**src/rtl/board_mem_arbiter.sv**
```systemverilog
// Round-robin arbiter sharing the single-port board-state RAM between two Avalon-MM masters.
// Optional grant locking for atomic read-modify-write is enabled with `define ARB_LOCK_EN.
module board_mem_arbiter #(
   parameter int ADDR_W = 6,
   parameter int DATA_W = 32,
   parameter int RD_LAT = 2
) (
   input  logic              clk_clk,
   input  logic              reset_reset_n,
`ifdef ARB_LOCK_EN
   input  logic              m0_lock,
   input  logic              m1_lock,
`endif
   input  logic [ADDR_W-1:0] m0_address,
   input  logic              m0_read,
   input  logic              m0_write,
   input  logic [DATA_W-1:0] m0_writedata,
   output logic              m0_waitrequest,
   output logic [DATA_W-1:0] m0_readdata,
   output logic              m0_readdatavalid,
   input  logic [ADDR_W-1:0] m1_address,
   input  logic              m1_read,
   input  logic              m1_write,
   input  logic [DATA_W-1:0] m1_writedata,
   output logic              m1_waitrequest,
   output logic [DATA_W-1:0] m1_readdata,
   output logic              m1_readdatavalid,
   output logic [ADDR_W-1:0] s_address,
   output logic              s_read,
   output logic              s_write,
   output logic [DATA_W-1:0] s_writedata,
   input  logic [DATA_W-1:0] s_readdata
);

   logic              w_req0, w_req1, w_gnt0, w_gnt1, w_acc0, w_acc1, w_acc;
   logic              w_sel_wr, w_sel_rd;
   logic [ADDR_W-1:0] w_sel_addr;
   logic [DATA_W-1:0] w_sel_wdata;
   logic              r_last;
   logic [ADDR_W-1:0] r_saddr;
   logic [DATA_W-1:0] r_swdata;
   logic              r_swrite;
   logic [RD_LAT:0]   r_vld_pipe;
   logic [RD_LAT:0]   r_id_pipe;
   logic [DATA_W-1:0] r_rd0, r_rd1;
   logic              r_rdv0, r_rdv1;

   assign w_req0 = m0_read | m0_write;
   assign w_req1 = m1_read | m1_write;

`ifdef ARB_LOCK_EN
   typedef enum logic [1:0] {FREE, OWN0, OWN1} lock_t;
   lock_t r_lock, w_lock_nxt;

   always_ff @(posedge clk_clk or negedge reset_reset_n)
      if (!reset_reset_n) r_lock <= FREE;
      else                r_lock <= w_lock_nxt;

   always_comb begin
      w_gnt0     = 1'b0;
      w_gnt1     = 1'b0;
      w_lock_nxt = r_lock;
      case (r_lock)
         OWN0: begin
            w_gnt0 = w_req0;
            if (~m0_lock & (w_acc0 | ~w_req0)) w_lock_nxt = FREE;
         end
         OWN1: begin
            w_gnt1 = w_req1;
            if (~m1_lock & (w_acc1 | ~w_req1)) w_lock_nxt = FREE;
         end
         default: begin
            w_gnt0 = w_req0 & (~w_req1 | r_last);
            w_gnt1 = w_req1 & ~w_gnt0;
            if (w_acc0 & m0_lock)      w_lock_nxt = OWN0;
            else if (w_acc1 & m1_lock) w_lock_nxt = OWN1;
         end
      endcase
   end
`else
   // r_last=1 means m1 was granted last, so m0 wins a tie
   assign w_gnt0 = w_req0 & (~w_req1 | r_last);
   assign w_gnt1 = w_req1 & ~w_gnt0;
`endif

   assign w_acc0 = w_gnt0 & reset_reset_n;
   assign w_acc1 = w_gnt1 & reset_reset_n;
   assign w_acc  = w_acc0 | w_acc1;
   assign m0_waitrequest = ~w_acc0;
   assign m1_waitrequest = ~w_acc1;

   assign w_sel_addr  = w_acc1 ? m1_address   : m0_address;
   assign w_sel_wdata = w_acc1 ? m1_writedata : m0_writedata;
   assign w_sel_wr    = w_acc1 ? m1_write     : m0_write;
   // a simultaneous read+write issues only the write
   assign w_sel_rd    = (w_acc1 ? m1_read : m0_read) & ~w_sel_wr;

   always_ff @(posedge clk_clk or negedge reset_reset_n) begin
      if (!reset_reset_n) begin
         r_last     <= 1'b1;
         r_saddr    <= '0;
         r_swdata   <= '0;
         r_swrite   <= 1'b0;
         r_vld_pipe <= '0;
         r_id_pipe  <= '0;
         r_rd0      <= '0;
         r_rd1      <= '0;
         r_rdv0     <= 1'b0;
         r_rdv1     <= 1'b0;
      end else begin
         r_swrite   <= w_acc & w_sel_wr;
         // stage 0 is the s_read cycle; stage RD_LAT lines up with s_readdata
         r_vld_pipe <= {r_vld_pipe[RD_LAT-1:0], w_acc & w_sel_rd};
         r_id_pipe  <= {r_id_pipe[RD_LAT-1:0], w_acc1};
         if (w_acc) begin
            r_last   <= w_acc1;
            r_saddr  <= w_sel_addr;
            r_swdata <= w_sel_wdata;
         end
         r_rdv0 <= r_vld_pipe[RD_LAT] & ~r_id_pipe[RD_LAT];
         r_rdv1 <= r_vld_pipe[RD_LAT] &  r_id_pipe[RD_LAT];
         if (r_vld_pipe[RD_LAT] & ~r_id_pipe[RD_LAT]) r_rd0 <= s_readdata;
         if (r_vld_pipe[RD_LAT] &  r_id_pipe[RD_LAT]) r_rd1 <= s_readdata;
      end
   end

   assign s_address        = r_saddr;
   assign s_read           = r_vld_pipe[0];
   assign s_write          = r_swrite;
   assign s_writedata      = r_swdata;
   assign m0_readdata      = r_rd0;
   assign m1_readdata      = r_rd1;
   assign m0_readdatavalid = r_rdv0;
   assign m1_readdatavalid = r_rdv1;

`ifndef SYNTHESIS
   always_ff @(posedge clk_clk)
      if (reset_reset_n && ((m0_read && m0_write) || (m1_read && m1_write)))
         $error("board_mem_arbiter: read and write asserted together; read ignored");
`endif

endmodule

```
**config.mk**
```make
export PLATFORM = sky130hd
export DESIGN_NAME = board_mem_arbiter
export DESIGN_NICKNAME = d
export VERILOG_FILES = /design/src/rtl/board_mem_arbiter.sv
export SDC_FILE = /design/constraint.sdc
export NUM_CORES = 1
export LEC_CHECK = 0
export ABC_AREA = 1
export CORE_AREA = 4 4 110 112
export DETAILED_ROUTE_END_ITERATION = 16
export DIE_AREA = 0 0 114 116
export DONT_BUFFER_PORTS = 1
export SLEW_MARGIN = 20
export SYNTH_ARGS = -nofsm -noshare
export SYNTH_HDL_FRONTEND = slang
export SYNTH_SLANG_ARGS = --single-unit
```
**constraint.sdc**
```tcl
create_clock -name clk_clk -period 1.7 [get_ports clk_clk]
set_input_delay 0.255 -clock clk_clk [delete_from_list [all_inputs] [get_ports clk_clk]]
set_output_delay 0.255 -clock clk_clk [all_outputs]
set_load 0.005 [all_outputs]
```
# Yosys cells after proc, flatten, opt, wreduce, memory -nomap -nowiden
# Index checks and enable logic that the tools add are counted.
[totals]
regBits = 112
input_bits = 114
out_inout_bits = 108
[classes]
muxes = 4
n_bitwise = 19
[ops]
columns = ["op", "count"]
rows = [
  ["$mux W32", 1],
  ["$and A1 B1 Y1", 9],
  ["$mux W6", 1],
  ["$not A1 Y1", 6],
  ["$or A1 B1 Y1", 4],
  ["$mux W1", 2],
]

# Longest topological paths before layout
# Gate-level depths: netlist (run 1).
[logic_depth]
word_depth = 11
ltp_mapped = 8
depth_no_buf = 7

# Worst setup path before layout (run 1)
# No wires, ideal clock.
[synth_timing]
kind = "reg2reg"
startpoint = "register r_last"
endpoint = "register r_swdata[10] (netlist: s_writedata[10])"
setup_time_ps = 65
t_arrival_ps = 1204
path_slack_ps = 431
path_stages_with_launch = 9
synth_period_minus_slack_ps = 1269
cell_sequence = "dfstp_2 -> inv_1 -> o21ai_2 -> nand3_2 -> nand2_2 -> buf_8 -> buf_8 -> nand3_2 -> nand2_1"
[synth_via]
elab_chain_cells = 6
elab_cells_between_ends = 8
[synth_lines]
columns = ["item", "line_no", "source"]
rows = [
  ["start: declaration", "39", "logic r_last;"],
  ["start signal: assignment", "116", "r_last <= w_acc1;"],
  ["$or A1 B1 Y1 (*)", "82", "assign w_gnt0 = w_req0 & (~w_req1 | r_last);"],
  ["$and A1 B1 Y1 (*)", "82", ""],
  ["$not A1 Y1", "83", "assign w_gnt1 = w_req1 & ~w_gnt0;"],
  ["$and A1 B1 Y1", "83", ""],
  ["$and A1 B1 Y1", "87", "assign w_acc1 = w_gnt1 & reset_reset_n;"],
  ["$mux W32 / $or A1 B1 Y1 (equally long branches)", "93, 88", ""],
  ["end signal: assignment", "118", "r_swdata <= w_sel_wdata;"],
  ["end: declaration", "41", "logic [DATA_W-1:0] r_swdata;"],
]
# Every way passes the cells marked *; elsewhere a longest branch is shown, timed or not.
# A chain may end at the register's enable or synchronous reset.

# Worst setup path in the final report (run 1)
[layout_timing]
startpoint = "register r_last"
endpoint = "output port m1_waitrequest"
[layout_via]
elab_chain_cells = 6
[layout_lines]
columns = ["item", "line_no", "source"]
rows = [
  ["$or A1 B1 Y1", "82", ""],
  ["$and A1 B1 Y1", "82", ""],
  ["$not A1 Y1", "83", ""],
  ["$and A1 B1 Y1", "83", ""],
  ["$and A1 B1 Y1", "87", ""],
  ["$not A1 Y1", "90", "assign m1_waitrequest = ~w_acc1;"],
  ["end: declaration", "25", "output logic m1_waitrequest,"],
]
# No other way between the ends.

==> run summary, run 1 <==
Result of the run = complete, but fails checks
Failing checks = negative hold slack
Drt pass-1 iters = 4
Chip Height = 116 microns
Share of layout cells above drive strength 1 = 7.68%
Series of cell instances along the critical path = inv_1 -> o21ai_2 -> nand2_2 -> nand2_2 -> buf_8
Final nets = 695
Maximum achievable frequency = 620 MHz
Final instance area = 5320 sq um
Placed Area = 5000 sq um
Area of the core = 11200 sq um
Synthesized netlist net count = 708
Routed vias = 3673
Antenna Violating Nets Remaining = 0
Number of max-cap violations = 0
Critical path arrival = 1.36 ns
Path class of the lowest-slack min-delay path = in2async
Aggregate global routing overflow = 0
Startpoint Class = flip-flop
Cell Rows = 39
TritonCTS clock tree = built
Synthesized instance count = 594
Slowest stage delay, CP = 0.53 ns
Final slew viol count = 0
Maximum fanout along the worst path = 19
Residual DRC count = 0
Sinks on Clock Net = 112
Synthesized cell area = 4930 sq um
Clock Skew = 0.00660 ns
Routed len/inst = 15.5 microns
Clock root buffer = clkbuf_16
Clock period minus final worst setup slack = 1.61 ns
Worst Hold Margin = -0.398 ns
RSZ-0062 raised after global routing = no
Count of cell types in the netlist = 18
Final Hold Violating Endpoints = 112
Number of global-route vias before repair = 3615
First-pass GRT wire length = 18200 microns
Share of the cycle needed by the critical path after routing = 94.9%
Yosys warnings = 0
Placed wire-length estimate after detailed placement = 8100 microns
Filler Cell Count = 1110
Leakage = 0.00299 uW
Crit-path slowest cell = dfstp_2
Setup violators final = 0
CTS max path bufs = 2
Antenna violations before repair = 0
Transition at the pin with the smallest max-transition slack = 0.893 ns
I/O pins = 222
Required time of the critical path = 1.44 ns
Via count normalized by instance count = 5.04
Worst ir drop on vdd = 647 uV
Routed wire length = 11300 microns
Initial core utilization = 44.0%
Clock buffers created by TritonCTS = 9
Total of flip-flops plus latches after synthesis = 112
Portion of the post-synthesis area used by sequential elements = 56.8%
Routability cong. = 0.789
DIE AREA = 13200 sq um
CTS HTree Levels = 3
Power per Cell Area = 1340 nW/um^2
Pin count of the biggest net entering global routing = 115
Worst-Skew Late Latency = 0.34 ns
Die X = 114 microns
PortBufs = 0
Antenna diode instance count = 0
Critical path class = reg2out
Layout area overhead = 7.78%
Top cell by count, worst path = nand2_2
Count of routing violations after the opening detailed-route iteration = 380
Fin Setup TNS = 0 ns
Crit. End Element = primary output
Avg Synthesized Cell Area = 8.31 sq um
Clk slew on worst S/H paths = 0.08 ns
GR Util All Layers = 17.1%
Max-slew headroom = 40.4%
==> Yosys cell counts <==
cell type,number,area [sq um]
nand2_1,181,679
inv_1,113,424
dfrtp_1,111,2780
nand3_1,67,335
o21ai_0,65,325
buf_2,15,75.1
clkbuf_1,13,48.8
nand3_2,11,110
buf_8,3,45.0
inv_2,3,11.3
nand2_2,3,18.8
buf_6,2,22.5
nor2_1,2,7.51
a21oi_1,1,5.00
dfstp_2,1,26.3
o21ai_1,1,5.00
o21ai_2,1,8.76
or2_4,1,8.76
==> final timing paths <==
check / start / end / slack, ns / depth (start not counted)
min in group clk_clk: s_readdata[19] / m0_readdata[19] / 0.07 / 2
setup / recovery: r_last / m1_waitrequest / 0.09 / 5
hold reg to reg: r_id_pipe[1] / r_id_pipe[2] / 0.35 / 0
max in group asynchronous: reset_reset_n / r_last / 1.88 / 0
setup reg to reg: r_vld_pipe[2] / m0_readdata[12] / 0.20 / 4
hold / removal: reset_reset_n / m0_readdata[31] / -0.40 / 0
==> critical path, delay by kind of cell (launching register included) <==
kind | cells | cell delay, ns
and+or+nand+nor | 2 | 0.21
AOI/OAI and AO/OA | 1 | 0.07
buffers and inverters | 2 | 0.22
DFF | 1 | 0.53
==> per-layer routing <==
| layer | vias up | GRT usage [%] | part of all wire (%) |
|---|---|---|---|
| met4 | 0 | 5.94 | 1.3 |
| met5 | - | 0 | 0 |
| met2 | 185 | 26.3 | 46 |
| met1 | 1707 | 22.1 | 41 |
| met3 | 12 | 6.74 | 11 |
| li1 | 1769 | - | - |
==> cell usage in the layout (no fill, tap or decap) <==
master / instances
inv_2: 3
buf_12: 1
buf_4: 7
clkinv_4: 2
a21oi_1: 1
inv_8: 2
nor2_1: 2
o21ai_2: 1
nand2_2: 4
or2_4: 1
dfrtp_1: 111
dfstp_2: 1
buf_8: 1
nand3_2: 11
clkbuf_1: 1
inv_1: 113
clkinvlp_4: 1
nand3_1: 67
nand2_1: 180
o21ai_1: 1
clkbuf_16: 9
bufinv_16: 1
o21ai_0: 65
==> what timing repair did <==
item,CTS,global route
gates resized for setup,0,2
endpoints found under the hold margin,112,112
setup buffers,0,0
setup endpoints to repair,0,1
==> where the power goes <==
group,internal (uW),leakage (uW),switching (uW),total (uW)
clock,1170,0.000147,971,2140
sequential,3380,0.00137,620,4000
combinational,391,0.00148,614,1010
==> state kept, by name (all words and copies together) (netlist names) <==
signal            count
m0_readdata          32
s_writedata          32
r_id_pipe             3
s_address             6
m0_readdatavalid      1
r_last                1
r_vld_pipe            3
m1_readdatavalid      1
m1_readdata          32
s_write               1
==> logic make-up (layout without fill, tap and decap cells) <==
logic type / Yosys count / after routing / synth area share (%)
AND/OR/NAND/NOR: 265 / 265 / 23.5
AO/OA/AOI/OAI: 68 / 68 / 6.97
buffers and inverters: 149 / 141 / 12.7
flip-flops: 112 / 112 / 56.8
==> stage by stage <==
| stage | instances | total power, uW | utilization, % | setup WS, ns | hold slack (ns) |
|---|---|---|---|---|---|
| 2_1_floorplan | 594 | 4710 | - | 0.431 | -0.0406 |
| 3_3_place_gp | 713 | 5020 | 44.6 | 0.245 | -0.0378 |
| 3_5_place_dp | 713 | 5090 | 44.6 | 0.179 | -0.0381 |
| 4_1_cts | 729 | 7260 | 47.3 | 0.0219 | -0.416 |
| 5_1_grt | 729 | 7630 | 47.4 | 0.00898 | -0.431 |
| 6_report | 729 | 7150 | 47.4 | 0.0872 | -0.398 |
==> cell type report <==
class	instances	area (sq um)	area share, %
Inverter	116	435	8.19
Tap cell	143	179	3.36
Clock buffer	10	229	4.30
Clock inverter	6	77.6	1.46
Multi-Input combinational cell	333	1510	28.3
Timing Repair Buffer	9	87.6	1.65
Sequential cell	112	2800	52.7
Note: power is estimated with default switching activity, not from simulation.
==> run 2: changes to the inputs <==
ABC_CLOCK_PERIOD_IN_PS = 1700   (was unset)
CAP_MARGIN = 10   (was unset)
==> results of run 2 <==
No change in the layout: final DEF, timing and power equal those of run 1.
==> run 3: changes to the inputs <==
HOLD_SLACK_MARGIN = 0.08   (was unset)
==> run 3 against run 2 <==
Compared with the run above:
- first-iteration DRC count down 14%
- final cell count up 3.6%
- the flow still finishes with violations (negative hold slack)
- wire length is 2.6% higher
- sequential power hardly changed
- utilization is 2.3 points higher
- critical path depth stayed put
- clock-buffer cell count is the same
- combinational power rose by 5%
- setup slack about the same
- critical path type unchanged
- final area is 4.9% higher
- clock skew increased by 0.0020 ns
==> run summary, run 3 (synthesized netlist as in run 1, its figures left out) <==
Result of the run = complete, but fails checks
Failing checks = negative hold slack
First-pass GRT wire length = 18800 microns (+3.3%)
Crit path depth = 5 (unchanged)
Cell Rows = 39 (unchanged)
Leakage = 0.00310 uW (+3.6%)
Routed vias = 3769 (+2.6%)
Clk slew on worst S/H paths = 0.08 ns (about the same)
TritonCTS clock tree = built
CTS max path bufs = 2 (unchanged)
Placed wire-length estimate after detailed placement = 8100 microns (unchanged)
Share of the cycle needed by the critical path after routing = 94.9% (about the same)
Crit. Startpoint = r_last
Most common cell after layout, fill and taps aside = nand2_1
Antenna diode instance count = 0 (unchanged)
Startpoint Class = flip-flop
Slowest stage delay, CP = 0.53 ns (about the same)
Clock root buffer = clkbuf_16
Path class of the lowest-slack min-delay path = in2async
Sinks on Clock Net = 112 (unchanged)
Series of cell instances along the critical path = inv_1 -> o21ai_2 -> nand2_2 -> nand2_2 -> buf_8
Antenna Violating Nets Remaining = 0 (unchanged)
Worst ir drop on vdd = 652 uV (+0.74%)
End point of the critical path = m1_waitrequest
Routed wire length = 11600 microns (+2.6%)
I/O pins = 222 (unchanged)
Clock Skew = 0.00862 ns (+0.00202 ns)
Via count normalized by instance count = 4.99 (-0.92%)
Area of the core = 11200 sq um (unchanged)
Layout area overhead = 13.1%
Aggregate global routing overflow = 0 (unchanged)
Placed Area = 5000 sq um (unchanged)
Maximum fanout along the worst path = 19 (unchanged)
Clock buffers created by TritonCTS = 9 (unchanged)
Final instance area = 5580 sq um (+4.9%)
Drt pass-1 iters = 4 (unchanged)
Final nets = 721 (+3.7%)
Cell count of the worst reg-to-reg path = 4 (unchanged)
Power per Cell Area = 1290 nW/um^2 (-3.9%)
Worst-case register-to-register setup slack = 0.18 ns (-0.02 ns)
DIE AREA = 13200 sq um (unchanged)
Pin count of the biggest net entering global routing = 115 (unchanged)
Final slew viol count = 0 (unchanged)
Crit-path slowest cell = dfstp_2
Required time of the critical path = 1.44 ns (about the same)
Antenna violations before repair = 0 (unchanged)
Final Hold Violating Endpoints = 112 (unchanged)
GR Util All Layers = 17.7% (+0.60 points)
Crit Reg-Reg Startpoint = r_vld_pipe[2]
Routed len/inst = 15.4 microns (-0.91%)
Chip Height = 116 microns (unchanged)
RSZ-0062 raised after global routing = no
Fraction of the core area covered by cells at the end of the flow = 49.7% (+2.3 points)
Initial core utilization = 44.0% (unchanged)
Top cell by count, worst path = nand2_2
Commonest non-fill, non-tap cells in the layout = nand2_1, inv_1, dfrtp_1
Residual DRC count = 0 (unchanged)
Hold bufs inserted after CTS = 26
Worst Hold Margin = -0.401 ns (-0.00272 ns)
Clock period minus final worst setup slack = 1.61 ns (-0.000201 ns)
Kind of cell adding the most delay to the critical path = flip-flops
Setup violators final = 0 (unchanged)
PortBufs = 0 (unchanged)
Count of routing violations after the opening detailed-route iteration = 328 (-14%)
Critical path class = reg2out
Share of layout cells above drive strength 1 = 7.35% (-0.33 points)
Worst-Skew Late Latency = 0.34 ns (about the same)
Total power after layout = 7210 uW (+0.85%)
Number of max-cap violations = 0 (unchanged)
Fin Setup TNS = 0 ns (unchanged)
Number of global-route vias before repair = 3734 (+3.3%)
Routability cong. = 0.789 (unchanged)
Worst Path Buf+Inv = 2 (unchanged)
Crit. End Element = primary output
CTS HTree Levels = 3 (unchanged)
Reg-to-reg critical path endpoint = m0_readdata[14]
Transition at the pin with the smallest max-transition slack = 0.886 ns (-0.00660 ns)
Die X = 114 microns (unchanged)
Critical path arrival = 1.36 ns (about the same)
Max-slew headroom = 40.8% (+0.44 points)
Maximum achievable frequency = 620 MHz (about the same)
[run 3: worst min path at each step]
stage	start	endpoint	slack (ns)	cells past startpoint
after global placement	reset_reset_n	m0_readdata[31]	-0.04	0
after detailed placement	reset_reset_n	m0_readdata[31]	-0.04	0
after global routing	reset_reset_n	m0_readdata[31]	-0.43	0
final	reset_reset_n	m0_readdata[31]	-0.40	0
after floorplan	reset_reset_n	m0_readdata[0]	-0.04	0
after CTS	reset_reset_n	m0_readdata[31]	-0.42	0
[run 3: report_power, final]
part | switching (uW) | leakage [uW] | internal (uW)
combinational | 630 | 0.00159 | 430
sequential | 625 | 0.00137 | 3380
clock | 972 | 0.000147 | 1170
total | 2230 | 0.00310 | 4980
[run 3: what timing repair did]
item,CTS,global route
hold endpoints to repair,153,112
buffers inserted,0,0
gates resized for setup,0,2
setup endpoints to repair,0,1
[run 3: area by class of cell]
class	instances	area [sq um]
clock inverter	6	77.6
timing repair buffer	35	348
sequential	112	2800
multi-input combinational	333	1510
tap	143	179
inverter	116	435
clock buffer	10	229
fill	1081	5640
[run 3: layer usage]
metal  GRT usage (%)  vias up  share of wire [%]
met3            6.74       14                 11
li1                -     1818                  -
met1            22.4     1747                 41
met4            6.49        0                1.7
met5               0        -                  0
met2            27.8      190                 46
[run 3: metrics by stage]
step	setup slack, ns	instances
after floorplan	0.431	594
after global placement	0.245	713
after detailed placement	0.179	713
after CTS	0.0219	755
after global routing	0.00529	755
final	0.0874	755
